--- src/rtl/inst_queue_pkg.sv ---
// Shared widths, opcode constant and FSM states for the fetch/instruction-queue stage.
package inst_queue_pkg;

    localparam int unsigned InstSize = 32;
    localparam int unsigned AddrSize = 32;

    localparam logic [6:0] OPC_JAL = 7'b1101111;

    typedef enum logic [1:0] {
        IQ_IDLE    = 2'd0,
        IQ_WAIT    = 2'd1,
        IQ_DISCARD = 2'd2
    } iq_state_e;

    // RISC-V J-type target: pc + sext({imm[20], imm[10:1], imm[11], imm[19:12], 0})
    function automatic logic [AddrSize-1:0] jal_target(input logic [AddrSize-1:0] pc,
                                                       input logic [InstSize-1:0] inst);
        logic [AddrSize-1:0] imm;
        imm = {{11{inst[31]}}, inst[31], inst[19:12], inst[20], inst[30:21], 1'b0};
        return pc + imm;
    endfunction

endpackage

--- src/rtl/inst_queue_iq_fifo.sv ---
// Circular buffer of {inst, pc} entries with push/pop/flush; head slot read combinationally.
module iq_fifo
    import inst_queue_pkg::*;
#(
    parameter int unsigned DEPTH = 16,
    parameter int unsigned PTR_W = 4,
    parameter int unsigned WIDTH = 64
) (
    input  logic             clk_i,
    input  logic             rst_i,
    input  logic             push_i,
    input  logic             pop_i,
    input  logic             flush_i,
    input  logic [WIDTH-1:0] wdata_i,
    output logic [WIDTH-1:0] rdata_o,
    output logic             empty_o,
    output logic             full_o
);

    logic [WIDTH-1:0] mem_q [DEPTH];
    logic [PTR_W-1:0] head_q, head_d;
    logic [PTR_W-1:0] tail_q, tail_d;
    logic [PTR_W:0]   count_q, count_d;

    assign rdata_o = mem_q[head_q];
    assign empty_o = (count_q == '0);
    assign full_o  = (count_q == (PTR_W+1)'(DEPTH));

    always_comb begin
        head_d  = head_q;
        tail_d  = tail_q;
        count_d = count_q;
        if (flush_i) begin
            head_d  = '0;
            tail_d  = '0;
            count_d = '0;
        end else begin
            if (push_i) tail_d = tail_q + 1'b1;
            if (pop_i)  head_d = head_q + 1'b1;
            case ({push_i, pop_i})
                2'b10:   count_d = count_q + 1'b1;
                2'b01:   count_d = count_q - 1'b1;
                default: count_d = count_q;
            endcase
        end
    end

    always_ff @(posedge clk_i) begin
        if (rst_i) begin
            head_q  <= '0;
            tail_q  <= '0;
            count_q <= '0;
        end else begin
            head_q  <= head_d;
            tail_q  <= tail_d;
            count_q <= count_d;
        end
    end

    always_ff @(posedge clk_i) begin
        if (push_i && !flush_i) mem_q[tail_q] <= wdata_i;
    end

endmodule

--- src/rtl/inst_queue.sv ---
// Sequential fetch FSM feeding a {inst, pc} FIFO for the decoder.
// Optional `IQ_JAL_REDIRECT_EN: follow JAL targets when computing the next fetch PC.
module inst_queue
    import inst_queue_pkg::*;
#(
    parameter int unsigned         DEPTH    = 16,
    parameter int unsigned         PTR_W    = 4,
    parameter logic [AddrSize-1:0] RESET_PC = 32'h0
) (
    input  logic                clk_in,
    input  logic                rst_in,
    input  logic                rdy_in,
    input  logic                clear,
    input  logic [AddrSize-1:0] jump_pc,
    output logic                ic_req,
    output logic [AddrSize-1:0] ic_addr,
    input  logic                ic_valid,
    input  logic [InstSize-1:0] ic_data,
    input  logic                Get_Inst,
    output logic [InstSize-1:0] Inst_out,
    output logic [AddrSize-1:0] pc_out,
    output logic                en_out,
    output logic                IQ_isempty,
    output logic                IQ_isfull
);

    iq_state_e             state_q, state_d;
    logic [AddrSize-1:0]   fetch_pc_q, fetch_pc_d;
    logic [AddrSize-1:0]   ic_addr_q, ic_addr_d;
    logic                  ic_req_q, ic_req_d;
    logic [AddrSize-1:0]   next_pc;
    logic                  push, pop, flush;
    logic [InstSize+AddrSize-1:0] head_entry;

    assign ic_req   = ic_req_q;
    assign ic_addr  = ic_addr_q;
    assign Inst_out = head_entry[InstSize+AddrSize-1:AddrSize];
    assign pc_out   = head_entry[AddrSize-1:0];
    assign en_out   = !IQ_isempty;

`ifdef IQ_JAL_REDIRECT_EN
    assign next_pc = (ic_data[6:0] == OPC_JAL) ? jal_target(fetch_pc_q, ic_data)
                                               : fetch_pc_q + 32'd4;
`else
    assign next_pc = fetch_pc_q + 32'd4;
`endif

    always_comb begin
        state_d    = state_q;
        fetch_pc_d = fetch_pc_q;
        ic_addr_d  = ic_addr_q;
        ic_req_d   = 1'b0;
        push       = 1'b0;
        flush      = 1'b0;
        pop        = rdy_in && Get_Inst && !IQ_isempty && !clear;
        if (rdy_in) begin
            if (clear) begin
                flush      = 1'b1;
                fetch_pc_d = jump_pc;
                // An in-flight request must still be drained unless its response lands now
                if (state_q == IQ_WAIT || state_q == IQ_DISCARD)
                    state_d = ic_valid ? IQ_IDLE : IQ_DISCARD;
                else
                    state_d = IQ_IDLE;
            end else begin
                case (state_q)
                    IQ_IDLE: begin
                        // Nothing is outstanding in IDLE, so a free slot is enough to issue
                        if (!IQ_isfull) begin
                            ic_req_d  = 1'b1;
                            ic_addr_d = fetch_pc_q;
                            state_d   = IQ_WAIT;
                        end
                    end
                    IQ_WAIT: begin
                        if (ic_valid) begin
                            push       = 1'b1;
                            fetch_pc_d = next_pc;
                            state_d    = IQ_IDLE;
                        end
                    end
                    IQ_DISCARD: begin
                        if (ic_valid) state_d = IQ_IDLE;
                    end
                    default: state_d = IQ_IDLE;
                endcase
            end
        end
    end

    always_ff @(posedge clk_in) begin
        if (rst_in) begin
            state_q    <= IQ_IDLE;
            fetch_pc_q <= RESET_PC;
            ic_addr_q  <= '0;
            ic_req_q   <= 1'b0;
        end else begin
            state_q    <= state_d;
            fetch_pc_q <= fetch_pc_d;
            ic_addr_q  <= ic_addr_d;
            ic_req_q   <= ic_req_d;
        end
    end

    iq_fifo #(
        .DEPTH (DEPTH),
        .PTR_W (PTR_W),
        .WIDTH (InstSize + AddrSize)
    ) u_fifo (
        .clk_i   (clk_in),
        .rst_i   (rst_in),
        .push_i  (push),
        .pop_i   (pop),
        .flush_i (flush),
        .wdata_i ({ic_data, fetch_pc_q}),
        .rdata_o (head_entry),
        .empty_o (IQ_isempty),
        .full_o  (IQ_isfull)
    );

endmodule

--- config.mk ---
export PLATFORM = sky130hd
export DESIGN_NAME = inst_queue
export DESIGN_NICKNAME = d
export VERILOG_FILES = /design/src/rtl/inst_queue_pkg.sv /design/src/rtl/inst_queue_iq_fifo.sv /design/src/rtl/inst_queue.sv
export SDC_FILE = /design/constraint.sdc
export NUM_CORES = 1
export LEC_CHECK = 0
export ABC_AREA = 1
export BUFFER_PORTS_ARGS = -buffer_cell sky130_fd_sc_hd__buf_4
export CELL_PAD_IN_SITES_DETAIL_PLACEMENT = 0
export CELL_PAD_IN_SITES_GLOBAL_PLACEMENT = 2
export CORE_ASPECT_RATIO = 0.7
export CORE_MARGIN = 3
export CORE_UTILIZATION = 46
export DETAILED_ROUTE_END_ITERATION = 8
export GPL_ROUTABILITY_DRIVEN = 0
export MAX_ROUTING_LAYER = met4
export PLACE_DENSITY = 0.91
export SYNTH_ARGS = -nofsm -noshare
export SYNTH_HDL_FRONTEND = slang
export SYNTH_HIERARCHICAL = 1
export SYNTH_SLANG_ARGS = --single-unit
--- constraint.sdc ---
create_clock -name clk_in -period 7.8 [get_ports clk_in]
set_input_delay 1.17 -clock clk_in [delete_from_list [all_inputs] [get_ports clk_in]]
set_output_delay 1.17 -clock clk_in [all_outputs]
set_load 0.02 [all_outputs]
# [After elaboration in Yosys (flattened, before gate mapping)]
# Memory sizes are Yosys's and may differ from the RTL's. A register that Yosys moved wholly into a read port is not among the register bits.
# Cells that the tools add are included.
[word_totals] rom_bits=0 latchBits=0 ramBits=1024 memories=1 reg_bits=80
[memory_table] name="u_fifo.mem_q" depth=16 width=64 rd=1 rd_clocked_by_memory_dff=1 wr=1 line="inst_queue_iq_fifo.sv:20" source="logic [WIDTH-1:0] mem_q [DEPTH];"
[classes] div=0 n_bitwise=4 shifts=0 n_reduce_logical=19 n_eq_ne=7 multipliers=0 addsub=5 n_mux=21 magnitude_cmp=0
[op_table] op="two-way mux 32 bit" count=3
[op_table] op="adder 32 x 3 -> 32 bit, second input constant" count=1
[op_table] op="two-way mux 2 bit" count=5
[op_table] op="case mux 5 bit (2 select lines)" count=1
[op_table] op="two-way mux 1 bit" count=9
[op_table] op="adder 4 x 1 -> 4 bit, second input constant" count=2
[op_table] op="two-way mux 4 bit" count=2
[op_table] op="AND reduction 3 bit" count=2
[op_table] op="nonzero test 2 bit" count=3
[op_table] op="adder 5 x 1 -> 5 bit, second input constant" count=1
[op_table] op="== test 5 bit, second input constant" count=1
[op_table] op="zero test 5 bit" count=1
[op_table] op="subtractor 5 x 1 -> 5 bit, second input constant" count=1
[op_table] op="== test 2 x 1 -> 1 bit, second input constant" count=2
[op_table] op="== test 2 bit, second input constant" count=2
[op_table] op="logical AND 1 bit" count=4
[op_table] op="NOT 1 bit" count=4
[op_table] op="case mux 2 bit (2 select lines)" count=1
[op_table] op="AND reduction 4 bit" count=1
[op_table] op="OR reduction 2 bit" count=2
[op_table] op="OR reduction 4 bit" count=1
[op_table] op="zero test 1 bit" count=3
[op_table] op="!= test 3 x 1 -> 1 bit, second input constant" count=1
[op_table] op="!= test 3 bit, second input constant" count=1
[op_table] op="2 further kinds" count=2

# [Longest topological paths before layout]
[depth] depth_word=7 ltp_mapped=18

# [Modules after synthesis]
# The synthesis kept the hierarchy.
[by_module_without_submodules] module="iq_fifo" area_each_um2=42852.3 seq_area_each_um2=31089.8 cells_each=3358 n_inst=1
[by_module_without_submodules] module="inst_queue" area_each_um2=3646.0 seq_area_each_um2=1341.3 cells_each=545 n_inst=1

# [Worst setup path before layout]
# Ideal clock, no wire load.
[synth_path] path_type="input to register" startpoint="input port clear" endpoint="memory u_fifo.mem_q[11][0], enable pin" setup_slack_ps=2709 setup_ps=486 arrival_time_ps=4605 cell_stages=5 path_buffers=1 cell_sequence="clkbuf_1 > nor2_1 > nand2_1 > or2_2 > nor2_1"
[synth_via] word_cells_on_any_way=8 classes_between="6 x mux; 2 x reduce/logical"
[synth_rtl] element="start: declaration" line="inst_queue.sv:13" source="input logic clear,"
[synth_rtl] element="two-way mux 1 bit" line="inst_queue.sv:57" source="if (clear) begin"
[synth_rtl] element="two-way mux 1 bit" line="inst_queue.sv:56" source="if (rdy_in) begin"
[synth_rtl] element="named net push" line="inst_queue.sv:32" source="logic push, pop, flush;"
[synth_rtl] element="logical AND 1 bit" line="inst_queue_iq_fifo.sv:61" source="if (push_i && !flush_i) mem_q[tail_q] <= wdata_i;"
[synth_rtl] element="two-way mux 1 bit" line="inst_queue_iq_fifo.sv:61"
[synth_rtl] element="two-way mux 1 bit (not written as such)" line="inst_queue_iq_fifo.sv:61"
[synth_rtl] element="end: declaration" line="inst_queue_iq_fifo.sv:20"
# The timed path passes the listed nets, and every way through them passes these cells.

==> metrics.md <==
| Metric | Value |
|---|---|
| Hold path startpoint | `u_fifo/head_q[2]` |
| Vias in the first global route | `27,310` |
| Fmax | `210 MHz` |
| Cell Rows | `96` |
| Crit path arrival time | `3.59 ns` |
| DR vias | `29,147` |
| Post-synth EDFFs | `around 1,000` |
| Die Y | `~270 um` |
| Place WS | `3.23 ns` |
| Post-synth ARST share | `0` |
| Pwr dens | `235 nW/um^2` |
| Slew headroom | `0.170` |
| Initial antenna violation count | `2` |
| Post CTS Setup Buffer Count | `0` |
| Leakage power | `18.4 nW` |
| Share of the yosys chip area belonging to registers | `0.697` |
| DIE AREA | `roughly 100,000 sq um` |
| Post-Synthesis Cells | `3,903` |
| Ys flop type | `edfxtp_1` |
| Layout cells sized above 1 | `0.121` |
| Syn nets | `roughly 4,000` |
| Maximum vdd ir drop | `0.192 mV` |
| Finished Layout Cells | `~5,400` |
| Hold depth | `2` |
| Pin count of the biggest net entering global routing | `261` |
| Post-cts resize count | `0` |
| Num CTS Buffers | `103` |
| Register area | `32,400 sq um` |
| Reg2Reg Setup Slack | `4.02 ns` |
| Skew final | `0.0381 ns` |
| Hold_buf cts | `0` |
| Final Max Tran Viols | `0` |
| HP Class | `reg2reg` |
| Fill count | `8,500` |
| Worst setup margin | `3.04 ns` |
| DR WL/cell | `between 20 and 25 um` |
| CTS tree | `yes` |
| Clock root cell | `clkbuf_16` |
| CP startpoint kind | `flop` |
| Post-route clock period utilization | `0.611` |
| Endpoints failing hold | `0` |
| Die W | `386 um` |
| GRT Util Overall | `0.220` |
| Critical path peak fanout | `about 240` |
| Routed vias/inst | `5.41` |
| Warning count from the yosys run | `6` |
| Placed instance count | `5,191` |
| Post-route DRC | `0` |
| Worst-path clk slew | `0.06 ns` |
| Worst Path Required | `6.63 ns` |
| Number of port buffers | `169` |
| RSZ-0062 raised after global routing | `no` |
| Finish-stage setup viols | `0` |
| Antenna viol nets, final | `0` |
| Syn Area/Cell | `11.9 sq um` |
| Minimum clock period | `4.76 ns` |
| Worst Reg-to-Reg Cells | `9` |
| Nets | `4,055` |
| H-tree depth | `3` |
| Final WL | `113,000 um` |
| Initial DRC count | `2,814` |
| Area Growth Syn to Fin | `11.7%` |
| Io pins | `170` |
| Core area | `99,100 sq um` |
| Worst-Margin Slew | `between 1 and 1.5 ns` |
| First-pass GRT wire length | `171,000 um` |
| RR Startpoint | `state_q[1]` |
| Status | `completed` |
| Worst-skew pair later-pin latency | `around 0.70 ns` |
| Post-DP HPWL | `60,700 um` |
| CTS max path bufs | `3` |
| RR Endpoint | `u_fifo/mem_q[4][50]` |
| Synthesized cell area | `46,500 sq um` |
| Max Cap Violations | `0` |
| GRT overflow | `0` |
| Area occupied by multi-input gates | `10,500 sq um` |
| First-pass DRT Iterations | `5` |
| Clock Sinks | `1,108` |
| WS Path Type | `reg2out` |
| Core Util, Final | `0.524` |
| Power, Total | `about 0.012 W` |
| Setup Total Neg Slack | `0 ns` |
| Starting Density | `0.469` |
| Post-synth cell types | `41` |
| #FFs+latches synth | `1,108` |
| CP endpoint kind | `output pin` |
-- through the flow --
step,hold slack (ns),instance area [sq um]
after floorplan,0.438,46500
after global placement,0.451,48300
after detailed placement,0.465,48300
after CTS,0.472,51900
after global routing,0.505,52000
final,0.471,52000
-- final cells by class --
cell class,count,area share
well taps,1323,0.0319
multi-input cells,1982,0.201
clock inverters,78,0.0182
flip-flops and latches,1108,0.625
diodes,1,0.0000482
repair buffers,202,0.0306
inverters,576,0.0418
clock buffers,118,0.0515
-- registers in the layout, summed over array words and instances (netlist names), named ones only --
register	flops
state_q	2
u_fifo/count_q	5
ic_addr	32
u_fifo/tail_q	4
u_fifo/head_q	4
u_fifo/mem_q	1024
fetch_pc_q	32
ic_req	1
-- cell usage after synthesis (2+ instances only) --
cell type | number | share of area
a21oi_2 | 61 | 0.011
nor2_4 | 8 | 0.0019
o211ai_2 | 10 | 0.0027
buf_4 | 19 | 0.0031
inv_2 | 6 | 0.00048
ha_1 | 12 | 0.0032
a21oi_1 | 259 | 0.028
edfxtp_1 | 1024 | 0.66
nand2_4 | 5 | 0.0012
xnor2_1 | 5 | 0.00094
buf_1 | 12 | 0.00097
nor2_8 | 2 | 0.00086
clkbuf_1 | 63 | 0.0051
nand2_2 | 4 | 0.00054
dfxtp_1 | 84 | 0.036
buf_2 | 79 | 0.0085
nor2_1 | 133 | 0.011
o21ai_1 | 241 | 0.026
xor2_1 | 4 | 0.00075
nor2_2 | 4 | 0.00054
o211ai_1 | 246 | 0.040
o21ai_0 | 75 | 0.0081
buf_6 | 56 | 0.014
nand2_1 | 475 | 0.038
clkbuf_8 | 5 | 0.0015
nor3_1 | 2 | 0.00022
inv_1 | 570 | 0.046
nand3_1 | 426 | 0.046
-- cells in the final DEF, fill, tap and decap left out, drive strengths merged, types with 2 or more instances in the layout --
cell type  instances
xnor2              5
o21ai            316
buf              202
edfxtp          1024
clkinvlp           6
clkinv            50
inv              578
xor2               4
nand3            426
nand2            484
dfxtp             84
a21oi            320
o211ai           256
bufinv            20
ha                12
nor3               2
clkbuf           118
nor2             147
-- worst max-delay path: stages, from the launching register on --
cell      delay (ns)
dfxtp_4         0.88
buf_12          0.69
nand2_1         0.15
o211ai_1        0.13
nand3_1         0.12
nand3_1         0.22
nand2_1         0.18
buf_4           0.21
-- how the worst max path moves through the flow --
stage                 from                   to  slack (ns)  cells after the start
floorplan            clear  u_fifo/mem_q[11][0]        2.71                      5
global placement    rdy_in  u_fifo/mem_q[2][59]        3.34                      8
detailed placement  rdy_in  u_fifo/mem_q[4][59]        3.23                      8
CTS                   flop           pc_out[22]        3.03                      6
global route          flop           pc_out[22]        2.85                      7
finish                flop         Inst_out[10]        3.04                      7
-- per-layer routing --
metal	wire length [um]	vias up	GRT usage
met3	6930	141	0.0294
met2	49300	920	0.315
met5	0	-	-
met4	1850	0	0.0507
met1	55000	14262	0.334
li1	-	13824	-
-- kinds of logic (layout without fill, tap and decap cells) --
logic type	count (synthesis)	in the layout	synth area share
AND/OR/NAND/NOR	1065	1065	0.101
adder cells (fa/ha/maj)	12	12	0.00323
XOR/XNOR	9	9	0.00170
flip-flops	1108	1108	0.697
buffers and inverters	813	974	0.0801
AO/OA/AOI/OAI	896	896	0.116
other	0	1	0
-- report_power, final --
part           switching, W  leakage, nW  internal [W]
clock               0.00222         1.77       0.00314
sequential        0.0000740         10.0       0.00650
combinational      0.000177         6.61     0.0000900
Power figures use the tool's default switching activity.
